## config.mk

```make
export PLATFORM = sky130hd
export DESIGN_NAME = cpu_param
export DESIGN_NICKNAME = d
export VERILOG_FILES = /design/src/rtl/cpu_param.sv
export SDC_FILE = /design/constraint.sdc
export NUM_CORES = 1
export LEC_CHECK = 0
export ABC_AREA = 1
export CORE_MARGIN = 8
export CORE_UTILIZATION = 60
export DETAILED_ROUTE_END_ITERATION = 10
export HOLD_SLACK_MARGIN = 0.1
export PLACE_DENSITY = 0.79
export SLEW_MARGIN = 30
export SYNTH_ARGS = -nofsm -noshare
export SYNTH_HDL_FRONTEND = slang
export SYNTH_SLANG_ARGS = --single-unit
```

## constraint.sdc

```tcl
create_clock -name clk -period 2.9 [get_ports clk]
set_clock_uncertainty 0.05 [all_clocks]
set_input_delay 0.58 -clock clk [delete_from_list [all_inputs] [get_ports clk]]
set_output_delay 0.58 -clock clk [all_outputs]
set_load 0.01 [all_outputs]
```

## src/rtl/cpu_param.sv

```systemverilog
// Parametrised multi-cycle core: 16-bit instructions, DATA_W-wide datapath,
// eight general registers, N/V/Z/C flags, done/ill completion pulses.
module cpu_param #(
  parameter int DATA_W = 16
) (
  input  logic              clk,
  input  logic              rst,
  input  logic              load,
  input  logic              start,
  input  logic [15:0]       instr,
  output logic              waiting,
  output logic              done,
  output logic              ill,
  output logic [DATA_W-1:0] out,
  output logic              N,
  output logic              V,
  output logic              Z,
  output logic              C
);

  // Handshake: in WAIT, load=1 captures instr into IR and start=1 launches IR
  // at the same edge (a simultaneous load+start executes the new word); both
  // are ignored in every other state, and waiting=1 exactly while in WAIT.
  typedef enum logic [2:0] {
    S_WAIT,
    S_DECODE,
    S_GET_A,
    S_GET_B,
    S_EXEC,
    S_WRITE,
    S_WRITE_IMM
  } state_t;

  localparam logic [2:0] OPC_ALU = 3'b101;
  localparam logic [2:0] OPC_MOV = 3'b110;

  state_t              state;
  logic [15:0]         ir;
  logic [DATA_W-1:0]   regs [8];
  logic [DATA_W-1:0]   a;
  logic [DATA_W-1:0]   b;

  logic [2:0]          opc;
  logic [1:0]          op;
  logic [2:0]          rn;
  logic [2:0]          rd;
  logic [1:0]          sh;
  logic [2:0]          rm;
  logic [7:0]          imm8;
  logic                legal;
  logic                is_movi;
  logic                is_cmp;
  logic                reads_a;
  logic [DATA_W-1:0]   imm_ext;
  logic [DATA_W-1:0]   rm_val;
  logic [DATA_W-1:0]   sh_val;
  logic [DATA_W-1:0]   alu_res;
  logic [DATA_W:0]     diff;

  assign opc  = ir[15:13];
  assign op   = ir[12:11];
  assign rn   = ir[10:8];
  assign rd   = ir[7:5];
  assign sh   = ir[4:3];
  assign rm   = ir[2:0];
  assign imm8 = ir[7:0];

  assign legal   = (opc == OPC_ALU) ||
                   ((opc == OPC_MOV) && ((op == 2'b00) || (op == 2'b10)));
  assign is_movi = (opc == OPC_MOV) && (op == 2'b10);
  assign is_cmp  = (opc == OPC_ALU) && (op == 2'b01);
  // MOV-register and MVN only use the Rm operand, so they skip GET_A.
  assign reads_a = (opc == OPC_ALU) && (op != 2'b11);
  assign imm_ext = DATA_W'($signed(imm8));

  assign waiting = (state == S_WAIT);

  always_comb begin
    rm_val = regs[rm];
    sh_val = rm_val;
    case (sh)
      2'b01:   sh_val = {rm_val[DATA_W-2:0], 1'b0};
      2'b10:   sh_val = {1'b0, rm_val[DATA_W-1:1]};
      2'b11:   sh_val = {rm_val[DATA_W-1], rm_val[DATA_W-1:1]};
      default: sh_val = rm_val;
    endcase
  end

  always_comb begin
    alu_res = b;
    if (opc == OPC_ALU) begin
      case (op)
        2'b00:   alu_res = a + b;
        2'b10:   alu_res = a & b;
        2'b11:   alu_res = ~b;
        default: alu_res = b;
      endcase
    end
  end

  // Extra top bit is the borrow out; no borrow means Rn >= sh(Rm) unsigned.
  assign diff = {1'b0, a} - {1'b0, b};

  always_ff @(posedge clk) begin
    if (rst) begin
      state <= S_WAIT;
      ir    <= '0;
      for (int i = 0; i < 8; i++) regs[i] <= '0;
      a     <= '0;
      b     <= '0;
      out   <= '0;
      N     <= 1'b0;
      V     <= 1'b0;
      Z     <= 1'b0;
      C     <= 1'b0;
      done  <= 1'b0;
      ill   <= 1'b0;
    end else begin
      done <= 1'b0;
      ill  <= 1'b0;
      case (state)
        S_WAIT: begin
          if (load)  ir    <= instr;
          if (start) state <= S_DECODE;
        end
        S_DECODE: begin
          if (!legal) begin
            state <= S_WAIT;
            ill   <= 1'b1;
          end else if (is_movi) begin
            state <= S_WRITE_IMM;
          end else if (reads_a) begin
            state <= S_GET_A;
          end else begin
            state <= S_GET_B;
          end
        end
        S_GET_A: begin
          a     <= regs[rn];
          state <= S_GET_B;
        end
        S_GET_B: begin
          b     <= sh_val;
          state <= S_EXEC;
        end
        S_EXEC: begin
          if (is_cmp) begin
            Z     <= (diff[DATA_W-1:0] == '0);
            N     <= diff[DATA_W-1];
            V     <= (a[DATA_W-1] ^ b[DATA_W-1]) & (diff[DATA_W-1] ^ a[DATA_W-1]);
            C     <= ~diff[DATA_W];
            state <= S_WAIT;
            done  <= 1'b1;
          end else begin
            out   <= alu_res;
            state <= S_WRITE;
          end
        end
        S_WRITE: begin
          regs[rd] <= out;
          state    <= S_WAIT;
          done     <= 1'b1;
        end
        S_WRITE_IMM: begin
          regs[rn] <= imm_ext;
          state    <= S_WAIT;
          done     <= 1'b1;
        end
        default: state <= S_WAIT;
      endcase
    end
  end

endmodule
```

==> results of run 1 <==
## layout by cell type (no fill, tap or decap), types with 4 or more instances in the layout
cell type / synthesis / final
a21oi_1: 158 / 158
a221oi_1: 11 / 11
a31oi_1: 4 / 4
a41oi_1: 14 / 14
buf_12: 0 / 5
buf_4: 4 / 43
clkbuf_1: 72 / 7
clkbuf_16: 0 / 23
clkdlybuf4s50_1: 0 / 42
clkinv_2: 0 / 5
dfxtp_1: 76 / 72
dfxtp_2: 0 / 4
edfxtp_1: 128 / 128
ha_1: 32 / 32
inv_1: 169 / 169
inv_2: 8 / 8
nand2_1: 306 / 306
nand2_2: 9 / 9
nand3_1: 75 / 75
nand4_1: 6 / 6
nor2_1: 215 / 214
nor2_2: 3 / 4
nor2_4: 5 / 5
nor3_1: 8 / 8
o211ai_1: 54 / 54
o21a_1: 7 / 7
o21ai_0: 185 / 185
o21ai_1: 9 / 9
## flip-flops by register name, indices dropped and copies added, names as in the netlist, named ones only
name   count
C          1
N          1
V          1
Z          1
a         16
b         16
done       1
ill        1
ir        16
out       16
regs     128
state      3
## cell usage after synthesis (7+ instances only)
| library cell | number |
|---|---|
| nand2_1 | 306 |
| nor2_1 | 215 |
| o21ai_0 | 185 |
| inv_1 | 169 |
| a21oi_1 | 158 |
| edfxtp_1 | 128 |
| dfxtp_1 | 76 |
| nand3_1 | 75 |
| clkbuf_1 | 72 |
| o211ai_1 | 54 |
| ha_1 | 32 |
| a41oi_1 | 14 |
| a221oi_1 | 11 |
| nand2_2 | 9 |
| o21ai_1 | 9 |
| inv_2 | 8 |
| nor3_1 | 8 |
| buf_1 | 7 |
| buf_2 | 7 |
| o21a_1 | 7 |
## worst max-delay path: cells and delay by family, from the launching register on
family	cells	cell delay, ns
and+or+nand+nor	1	0.55
DFF	1	0.37
buffers and inverters	1	0.66
## cells by family (layout without fill, tap and decap cells)
kind of cell | after synthesis | in the layout | synth area share [%]
flip-flops | 204 | 204 | 44.6
XOR/XNOR | 2 | 2 | 0.146
buffers and inverters | 271 | 310 | 8.71
AND/OR/NAND/NOR | 633 | 633 | 21.5
adder cells (fa/ha/maj) | 34 | 34 | 3.66
AO/OA/AOI/OAI | 454 | 454 | 21.4
## layout make-up
type                       count  area, µm²
clock buffer                  31        616
clock inverter                 9       77.6
fill                        1665       6430
inverter                     180        676
multi-input combinational   1123       5620
sequential                   204       5370
tap                          270        338
timing repair buffer          90        843
## metal layers
| layer | vias to the layer above | track usage, % | part of all wire, % |
|---|---|---|---|
| met4 | 0 | 10.2 | 3.4 |
| met3 | 89 | 4.15 | 9.0 |
| met1 | 5236 | 37.3 | 41 |
| met2 | 578 | 46.5 | 47 |
| li1 | 5424 | - | - |
| met5 | - | 0 | 0 |
## metrics by stage
step | util (%) | instance area [µm²] | setup slack (ns)
after floorplan | - | 12000 | 0.443
after global placement | 64.3 | 12800 | 0.208
after detailed placement | 64.3 | 12800 | 0.163
after CTS | 67.8 | 13500 | 0.183
after global routing | 67.8 | 13500 | 0.0747
final | 67.8 | 13500 | 0.174
## path summary, 6_finish.rpt
| check | start | endpoint | slack, ns | cells past startpoint |
|---|---|---|---|---|
| max | state[0] | waiting | 0.17 | 2 |
| max reg2reg | b[0] | out[14] | 0.40 | 15 |
| min reg2reg | ir[1] | flip-flop | 0.43 | 2 |
| min | ir[1] | flip-flop | 0.43 | 2 |
## power by group through the flow
stage               combinational, mW  sequential [mW]  clock (mW)
finish                          0.927             3.24        2.68
global route                     1.01             3.25        2.82
CTS                             0.904             3.24        2.71
detailed placement              0.898             3.30           0
global placement                0.880             3.30           0
floorplan                       0.630             3.26           0
==> summary.txt, run 1 <==
Status
  • Outcome: finished clean

Clock tree
  • Clk sinks: roughly 200
  • Total CTS buffers: 22
  • Root Buffer: clkbuf_16
  • CTS tree: yes
  • Clock H-tree levels: 1
  • CTS resizes: 0
  • Clk Latency, worst-skew pair: 0.53 ns
  • Clk buf depth: 3
  • Clock Pin Slew Worst Setup and Hold Paths: ~0.060 ns
  • # Post-CTS Setup Buffers: 0
  • Hold Buf Count CTS: 0

Timing
  • RSZ-0062 raised after global routing: no
  • Fin. max-slew vios: 0
  • Normalized max-slew margin: a little over two fifths
  • Fin crit share: a little over nine tenths
  • Final Hold Vio Count: 0
  • Hold WS: around 0.43 ns
  • Post-layout min period: around 2.7 ns
  • Final setup TNS: 0 ns
  • Worst Max-Slew Pin Slew: just under 0.9 ns
  • Fmax: 0.367 GHz
  • Final Setup Violations: 0

Die
  • CORE AREA: between 0.015 and 0.02 mm²
  • Die area: about 0.025 mm²
  • Rows: 52
  • Die Span X: between 150 and 200 µm
  • Die Span Y: 158 µm
  • IO Pins: 43
  • Initial Util: around three fifths

Detailed routing
  • Drc violations: 0
  • Via Count: around 11000
  • Final wirelength: approximately 35 mm
  • 1st-pass router iterations: 5
  • DR vias/cell: approximately 5.9
  • DR iter-0 viols: 1400
  • Final ANT Viol Nets: 0
  • Wire length per cell: about 18 µm

Logic synthesis
  • Netlist cell types: 40
  • Dominant cell type by area after synthesis: edfxtp_1
  • Number of enable flip-flop cells after synthesis: around 130
  • Main area contributors after synthesis: edfxtp_1 (32%), dfxtp_1 (13%), nand2_1 (9.5%)
  • Syn Nets: 1652
  • Post-synthesis sequential area ratio: between 40 and 50%
  • Post-Syn Area: ~0.012 mm²
  • Gate count of the mapped netlist: 1598
  • Most common flop cell mapped by yosys: edfxtp_1
  • Post-synth ARST share: 0%
  • Avg Inst Size Synth: ~7.5 µm²
  • Register bit total from synthesis: 204
  • Top cell type's share of synthesized area: a little under a third
  • Ys Warns: 0

Pwr
  • Internal cell power: 4.97 mW
  • Pwr Total: about 6.9 mW
  • Sw frac: between 20% and 30%
  • Worst IR Drop VDD: between 500 and 600 µV
  • Pleak: ~5.2 nW
  • PD cells: 506 mW/mm²
  • Seq pwr share: 47.3%
  • NetSw: 1.88 mW
  • Combinational power share: between 10 and 15%
  • Clk pwr share: between 30% and 40%

Final layout
  • Area growth syn-to-layout: 12.5%
  • Layout Cells excl Fill: about 1900
  • Ant. Diodes: 0
  • Share of cells above drive strength 1: roughly 7.1%
  • Nets: roughly 1700

Placement
  • Buffers added on ports: 42
  • Placer Congestion: 0.946
  • Post-DP HPWL: between 20 and 30 mm
  • DP Cell Count: 1867

Global routing
  • Total track usage: 28.2%
  • First-pass GRT wire length: 55.3 mm
  • Initial antenna violation count: 0
  • Pin count of the biggest net entering global routing: 80
  • Total gr overflow: 0
  • Vias in the first global route: between 10000 and 15000

Critical path
  • Crit Path Class: reg2out
  • Worst Path Max Fanout: 7
  • CP Cell Sequence: nor3_1 -> clkdlybuf4s50_1
  • Setup crit end kind: output pin
  • CP startpoint kind: flip-flop
  • Slowest stage delay, CP: roughly 0.66 ns
  • Worst EP arrival: between 2 and 2.5 ns
  • Critical Path RT: around 2.3 ns
  • Crit path max-delay cell type: clkdlybuf4s50_1

Worst hold path
  • Hold Path Class: reg2reg

Flow run
  • Max_cap viols: 0
Power figures use the tool's default switching activity.
==> run 2: changes to the inputs <==
--- a/config.mk
+++ b/config.mk
@@ -9,6 +9,7 @@
 export CORE_MARGIN = 8
 export CORE_UTILIZATION = 60
 export DETAILED_ROUTE_END_ITERATION = 10
+export GPL_ROUTABILITY_DRIVEN = 0
 export HOLD_SLACK_MARGIN = 0.1
 export PLACE_DENSITY = 0.79
 export SLEW_MARGIN = 30
==> run 2 against run 1 <==
Worst hold slack worse by 0.014 ns. Total power up 2.7%. Highest routed layer unchanged. Via count up 0.64%. Critical path depth unchanged. Flip-flop and latch count unchanged. Combinational power down 1%. Fmax up 1.1%. Routed wire length down 0.41%. First-iteration DRC count down 11%. Sequential share of layout area down 0.088 points. Non-clock buffer count up 1. Clock power up 7.5%.
==> summary.txt, run 2 (same netlist as run 1, synthesis figures left out) <==
Status
  • Outcome: finished clean

Detailed routing
  • Final wirelength: 35.1 mm (-0.41%)
  • Via Count: 11400 (+0.64%)
  • DR vias/cell: 5.98 (+0.70%)
  • 1st-pass router iterations: 6 (+1)
  • Final ANT Viol Nets: 0 (unchanged)
  • Drc violations: 0 (unchanged)
  • Wire length per cell: 18.4 µm (-0.36%)
  • DR iter-0 viols: 1241 (-11%)

Clock tree
  • Hold Buf Count CTS: 0 (unchanged)
  • CTS resizes: 0 (unchanged)
  • Clk buf depth: 3 (unchanged)
  • Total CTS buffers: 22 (unchanged)
  • Root Buffer: clkbuf_16
  • Clock H-tree levels: 1 (unchanged)
  • Clock Pin Slew Worst Setup and Hold Paths: 0.06 ns (about the same)
  • CTS tree: yes
  • # Post-CTS Setup Buffers: 0 (unchanged)
  • Clk sinks: 204 (unchanged)
  • Clk Latency, worst-skew pair: 0.53 ns (about the same)

Critical path
  • Levels on crit path: 2 (unchanged)
  • Critical Path RT: 2.27 ns (about the same)
  • Critical path launch point: state[0]
  • Slowest stage delay, CP: 0.65 ns (about the same)
  • Crit Path Class: reg2out
  • R2R Setup Slk: 0.29 ns (-0.11 ns)
  • Worst Path Max Fanout: 7 (unchanged)
  • Setup crit end kind: output pin
  • Bufs and invs on worst path: 1 (unchanged)
  • RR Startpoint: b[0]
  • CP Cell Sequence: nor3_1 -> clkdlybuf4s50_1
  • Crit path max-delay cell type: clkdlybuf4s50_1
  • Critical path destination: waiting
  • CP startpoint kind: flip-flop
  • CP top delay family: buffers and inverters
  • Worst EP arrival: 2.07 ns (-0.03 ns)
  • R2R Path End: out[14]
  • R2R depth: 15 (unchanged)

Timing
  • Worst Max-Slew Pin Slew: 0.884 ns (+0.0196 ns)
  • Fmax: 0.371 GHz (+1.1%)
  • Post-layout min period: 2.70 ns (-0.0294 ns)
  • Final Setup Violations: 0 (unchanged)
  • Normalized max-slew margin: 41.0% (-1.2 points)
  • RSZ-0062 raised after global routing: no
  • Final WS setup: 0.203 ns (+0.0294 ns)
  • Final Hold Vio Count: 0 (unchanged)
  • Fin crit share: 93.0% (-1.0 points)
  • Final setup TNS: 0 ns (unchanged)
  • Fin. max-slew vios: 0 (unchanged)

Global routing
  • First-pass GRT wire length: 55.7 mm (+0.71%)
  • Total track usage: 28.4% (+0.15 points)
  • Total gr overflow: 0 (unchanged)
  • Initial antenna violation count: 0 (unchanged)
  • Pin count of the biggest net entering global routing: 64 (-20%)
  • Vias in the first global route: 10600 (+1.2%)

Final layout
  • Share of cells above drive strength 1: 7.15% (about the same)
  • Highest-count cells in the layout ignoring fill and taps: nand2_1 (306), nor2_1 (214), o21ai_0 (185), inv_1 (169), a21oi_1 (158)
  • Util after Layout: 67.9% (+0.15 points)
  • Layout Cells excl Fill: 1906 (-0.052%)
  • Commonest non-fill, non-tap cell in the layout: nand2_1
  • Nets: 1676 (+0.060%)
  • Biggest register: regs
  • Number of flip-flops in the largest register: 128 (unchanged)
  • # fillers: 1651 (-0.84%)
  • Ant. Diodes: 0 (unchanged)
  • Final instance area: 0.0136 mm² (+0.22%)
  • Area growth syn-to-layout: 12.8%

Pwr
  • Combinational power share: 13.0% (-0.5 points)
  • Pleak: 5.23 nW (+0.38%)
  • Sw frac: 26.1% (-1.3 points)
  • Worst IR Drop VDD: 556 µV (+6.9%)
  • Clk pwr share: 40.9% (+1.8 points)
  • NetSw: 1.84 mW (-2.4%)
  • PD cells: 518 mW/mm² (+2.5%)
  • Internal cell power: 5.20 mW (+4.6%)
  • Seq pwr share: 46.1% (-1.2 points)

Placement
  • Area post-placement: 0.0128 mm² (-0.23%)
  • Post-placement setup slack: 0.172 ns (+0.00834 ns)
  • Buffers added on ports: 42 (unchanged)
  • Post-DP HPWL: 25.5 mm (+0.35%)
  • DP Cell Count: 1868 (+0.054%)

Worst hold path
  • Hold Path Class: reg2reg
  • Hold_sp: Z
  • Hold depth: 2 (unchanged)

Flow run
  • Max_cap viols: 0 (unchanged)

Die
  • Die area: 0.0248 mm² (unchanged)
  • CORE AREA: 0.0200 mm² (unchanged)
  • Initial Util: 60.2% (unchanged)
  • Rows: 52 (unchanged)
  • Die Span X: 158 µm (unchanged)
  • Die Span Y: 158 µm (unchanged)
  • IO Pins: 43 (unchanged)
[run 2: cell types whose count changed in the layout (fill, tap and decap cells not counted)]
| cell | change |
|---|---|
| clkinvlp_4 | -1 |
| inv_6 | -1 |
| inv_4 | -1 |
| clkbuf_1 | -1 |
| buf_4 | +4 |
| bufinv_16 | +2 |
| buf_12 | -3 |
| clkinv_2 | -3 |
| clkbuf_8 | +3 |
[run 2: area by class of cell]
type	instances	area, µm²	share of cell area (%)
flip-flops and latches	204	5370	39.6
multi-input cells	1123	5620	41.4
inverters	180	676	4.98
well taps	270	338	2.49
clock inverters	5	100	0.738
clock buffers	33	653	4.81
repair buffers	91	813	5.99
[run 2: power by group through the flow]
stage	clock network, mW	registers (mW)	logic, mW
CTS	2.90	3.24	0.890
floorplan	0	3.26	0.630
detailed placement	0	3.30	0.885
finish	2.88	3.24	0.917
global route	3.01	3.25	1.00
global placement	0	3.30	0.868
[run 2: per-stage QoR]
| stage | power [mW] | hold slack, ns |
|---|---|---|
| global placement | 4.16 | 0.403 |
| finish | 7.04 | 0.412 |
| detailed placement | 4.18 | 0.406 |
| CTS | 7.03 | 0.415 |
| global route | 7.27 | 0.440 |
| floorplan | 3.89 | 0.391 |
[run 2: per-layer routing]
metal / wire length [µm] / global-route usage, % / share of wire (%)
met1: 14400 / 37.8 / 41
met4: 1230 / 11.1 / 3.5
met2: 16500 / 46.3 / 47
met5: 0 / 0 / 0
met3: 3000 / 3.79 / 8.5
[run 2: worst min-delay path by stage]
stage	slack, ns	end
floorplan	0.39	flip-flop
global placement	0.40	Z
detailed placement	0.41	Z
CTS	0.41	Z
global route	0.44	Z
finish	0.41	Z
[run 2: worst register-to-register path, stage by stage (launching register included)]
cell      delay (ns)
dfxtp_1         0.41
ha_1            0.21
inv_1           0.08
fa_1            0.40
inv_1           0.08
nand2_1         0.07
nand2_1         0.06
o21ai_0         0.17
o21bai_1        0.39
nand3_1         0.18
nand2_1         0.09
nand2_1         0.05
nand3_1         0.07
nand2_1         0.05
nand2_1         0.07
a21oi_1         0.06
==> run 3: changes to the inputs <==
--- a/config.mk
+++ b/config.mk
@@ -11,8 +11,9 @@
 export DETAILED_ROUTE_END_ITERATION = 10
 export GPL_ROUTABILITY_DRIVEN = 0
 export HOLD_SLACK_MARGIN = 0.1
-export PLACE_DENSITY = 0.79
+export PLACE_DENSITY = 0.78
 export SLEW_MARGIN = 30
 export SYNTH_ARGS = -nofsm -noshare
 export SYNTH_HDL_FRONTEND = slang
 export SYNTH_SLANG_ARGS = --single-unit
+export TNS_END_PERCENT = 1
==> run 3 against run 2 <==
Routed wire length shrank 1.5%. Largest cell class unchanged. Register-to-register slack lost 0.02 ns. Flip-flop and latch count is the same. Utilization grew 0.14 points. First-iteration DRC count shrank 7.7%. Cell area grew 0.20%.
==> summary.txt, run 3 (same netlist as run 1, synthesis figures left out) <==
Critical path
  • Critical path launch point: state[0]
  • CP startpoint kind: flip-flop
  • Crit Path Class: reg2out
  • R2R Setup Slk: 0.27 ns (-0.02 ns)
  • Critical path destination: waiting
  • R2R depth: 7 (-8)
  • Worst EP arrival: 2.15 ns (+0.08 ns)
  • Critical Path RT: 2.27 ns (about the same)
  • R2R Path End: out[7]
  • Setup crit end kind: output pin
  • RR Startpoint: state[0]
  • Worst Path Max Fanout: 7 (unchanged)

Clock tree
  • Clk sinks: 204 (unchanged)
  • Clk buf depth: 3 (unchanged)
  • CTS tree: yes
  • Clk Latency, worst-skew pair: 0.53 ns (about the same)
  • Hold Buf Count CTS: 0 (unchanged)
  • Total CTS buffers: 23 (+4.5%)
  • Clock Pin Slew Worst Setup and Hold Paths: 0.06 ns (about the same)
  • CTS resizes: 0 (unchanged)
  • Clock H-tree levels: 1 (unchanged)
  • Root Buffer: clkbuf_16
  • # Post-CTS Setup Buffers: 0 (unchanged)

Final layout
  • Highest-count cells in the layout ignoring fill and taps: nand2_1 (306), nor2_1 (214), o21ai_0 (185), inv_1 (169), a21oi_1 (158)
  • Commonest non-fill, non-tap cell in the layout: nand2_1
  • Ant. Diodes: 0 (unchanged)
  • Nets: 1673 (-0.18%)
  • Share of cells above drive strength 1: 7.09% (-0.061 points)
  • Area growth syn-to-layout: 13.0%
  • Biggest register: regs
  • Number of flip-flops in the largest register: 128 (unchanged)
  • Layout Cells excl Fill: 1906 (unchanged)

Worst hold path
  • Hold Path Class: reg2reg

Die
  • IO Pins: 43 (unchanged)
  • Die Span X: 158 µm (unchanged)
  • Die Span Y: 158 µm (unchanged)
  • CORE AREA: 0.0200 mm² (unchanged)
  • Die area: 0.0248 mm² (unchanged)
  • Rows: 52 (unchanged)
  • Initial Util: 60.2% (unchanged)

Global routing
  • Total gr overflow: 0 (unchanged)
  • Pin count of the biggest net entering global routing: 111 (+73%)
  • Initial antenna violation count: 0 (unchanged)
  • Total track usage: 27.7% (-0.65 points)
  • First-pass GRT wire length: 55.1 mm (-1.0%)
  • Vias in the first global route: 10800 (+1.7%)

Timing
  • Fmax: 0.359 GHz (-3.1%)
  • Normalized max-slew margin: 37.3% (-3.7 points)
  • Final Hold Vio Count: 0 (unchanged)
  • RSZ-0062 raised after global routing: no
  • Final Setup Violations: 0 (unchanged)
  • Fin. max-slew vios: 0 (unchanged)
  • Worst Max-Slew Pin Slew: 0.937 ns (+0.0531 ns)
  • Final setup TNS: 0 ns (unchanged)
  • Fin crit share: 96.0% (+3.0 points)
  • Final WS setup: 0.116 ns (-0.0877 ns)
  • Post-layout min period: 2.78 ns (+0.0877 ns)

Pwr
  • Pleak: 5.23 nW (about the same)
  • Worst IR Drop VDD: 525 µV (-5.6%)
  • Pwr Total: 7.21 mW (+2.5%)
  • PD cells: 530 mW/mm² (+2.3%)

Detailed routing
  • 1st-pass router iterations: 8 (+2)
  • Final wirelength: 34.6 mm (-1.5%)
  • DR vias/cell: 6.02 (+0.68%)
  • Wire length per cell: 18.1 µm (-1.5%)
  • Final ANT Viol Nets: 0 (unchanged)
  • Via Count: 11500 (+0.68%)
  • DR iter-0 viols: 1145 (-7.7%)
  • Drc violations: 0 (unchanged)

Status
  • Outcome: finished clean

Placement
  • Post-placement setup slack: 0.238 ns (+0.0663 ns)
  • Post-DP HPWL: 24.5 mm (-3.9%)
  • Buffers added on ports: 42 (unchanged)
  • DP Cell Count: 1864 (-0.21%)

Flow run
  • Max_cap viols: 0 (unchanged)
[run 3: cell type report]
cell class	instances	area [µm²]
well taps	270	338
clock buffers	25	593
multi-input cells	1123	5620
inverters	180	676
flip-flops and latches	204	5370
fillers	1734	6370
clock inverters	17	205
repair buffers	87	796
[run 3: worst min path at each step]
stage,slack (ns),endpoint,start,cells past startpoint
6_report,0.41,Z,Z,2
5_1_grt,0.43,Z,Z,2
4_1_cts,0.41,Z,Z,2
3_5_place_dp,0.41,Z,Z,2
3_3_place_gp,0.41,Z,Z,2
2_1_floorplan,0.39,flip-flop,ir[0],2
[run 3: through the flow]
step,cell area (µm²),util (%),hold WS [ns]
6_report,13600,68.1,0.414
5_1_grt,13600,68.1,0.427
4_1_cts,13600,68.1,0.414
3_5_place_dp,12800,64.1,0.405
3_3_place_gp,12800,64.1,0.407
2_1_floorplan,12000,-,0.391
[run 3: metal layers]
layer / part of all wire [%] / up-vias / GRT usage (%)
met3: 9.8 / 97 / 4.83
li1: - / 5424 / -
met2: 47 / 610 / 46.3
met1: 40 / 5346 / 35.8
met5: 0 / - / 0
met4: 3.1 / 0 / 9.52
[run 3: report_power, final]
part / switching (mW) / internal [mW] / total, mW
combinational: 0.622 / 0.294 / 0.915
clock: 1.20 / 1.85 / 3.04
sequential: 0.0839 / 3.17 / 3.25
[run 3: worst max-delay path, stage by stage, from the launching register on]
cell             delay [ns]
dfxtp_1                0.37
nor3_1                 0.62
clkdlybuf4s50_1        0.67
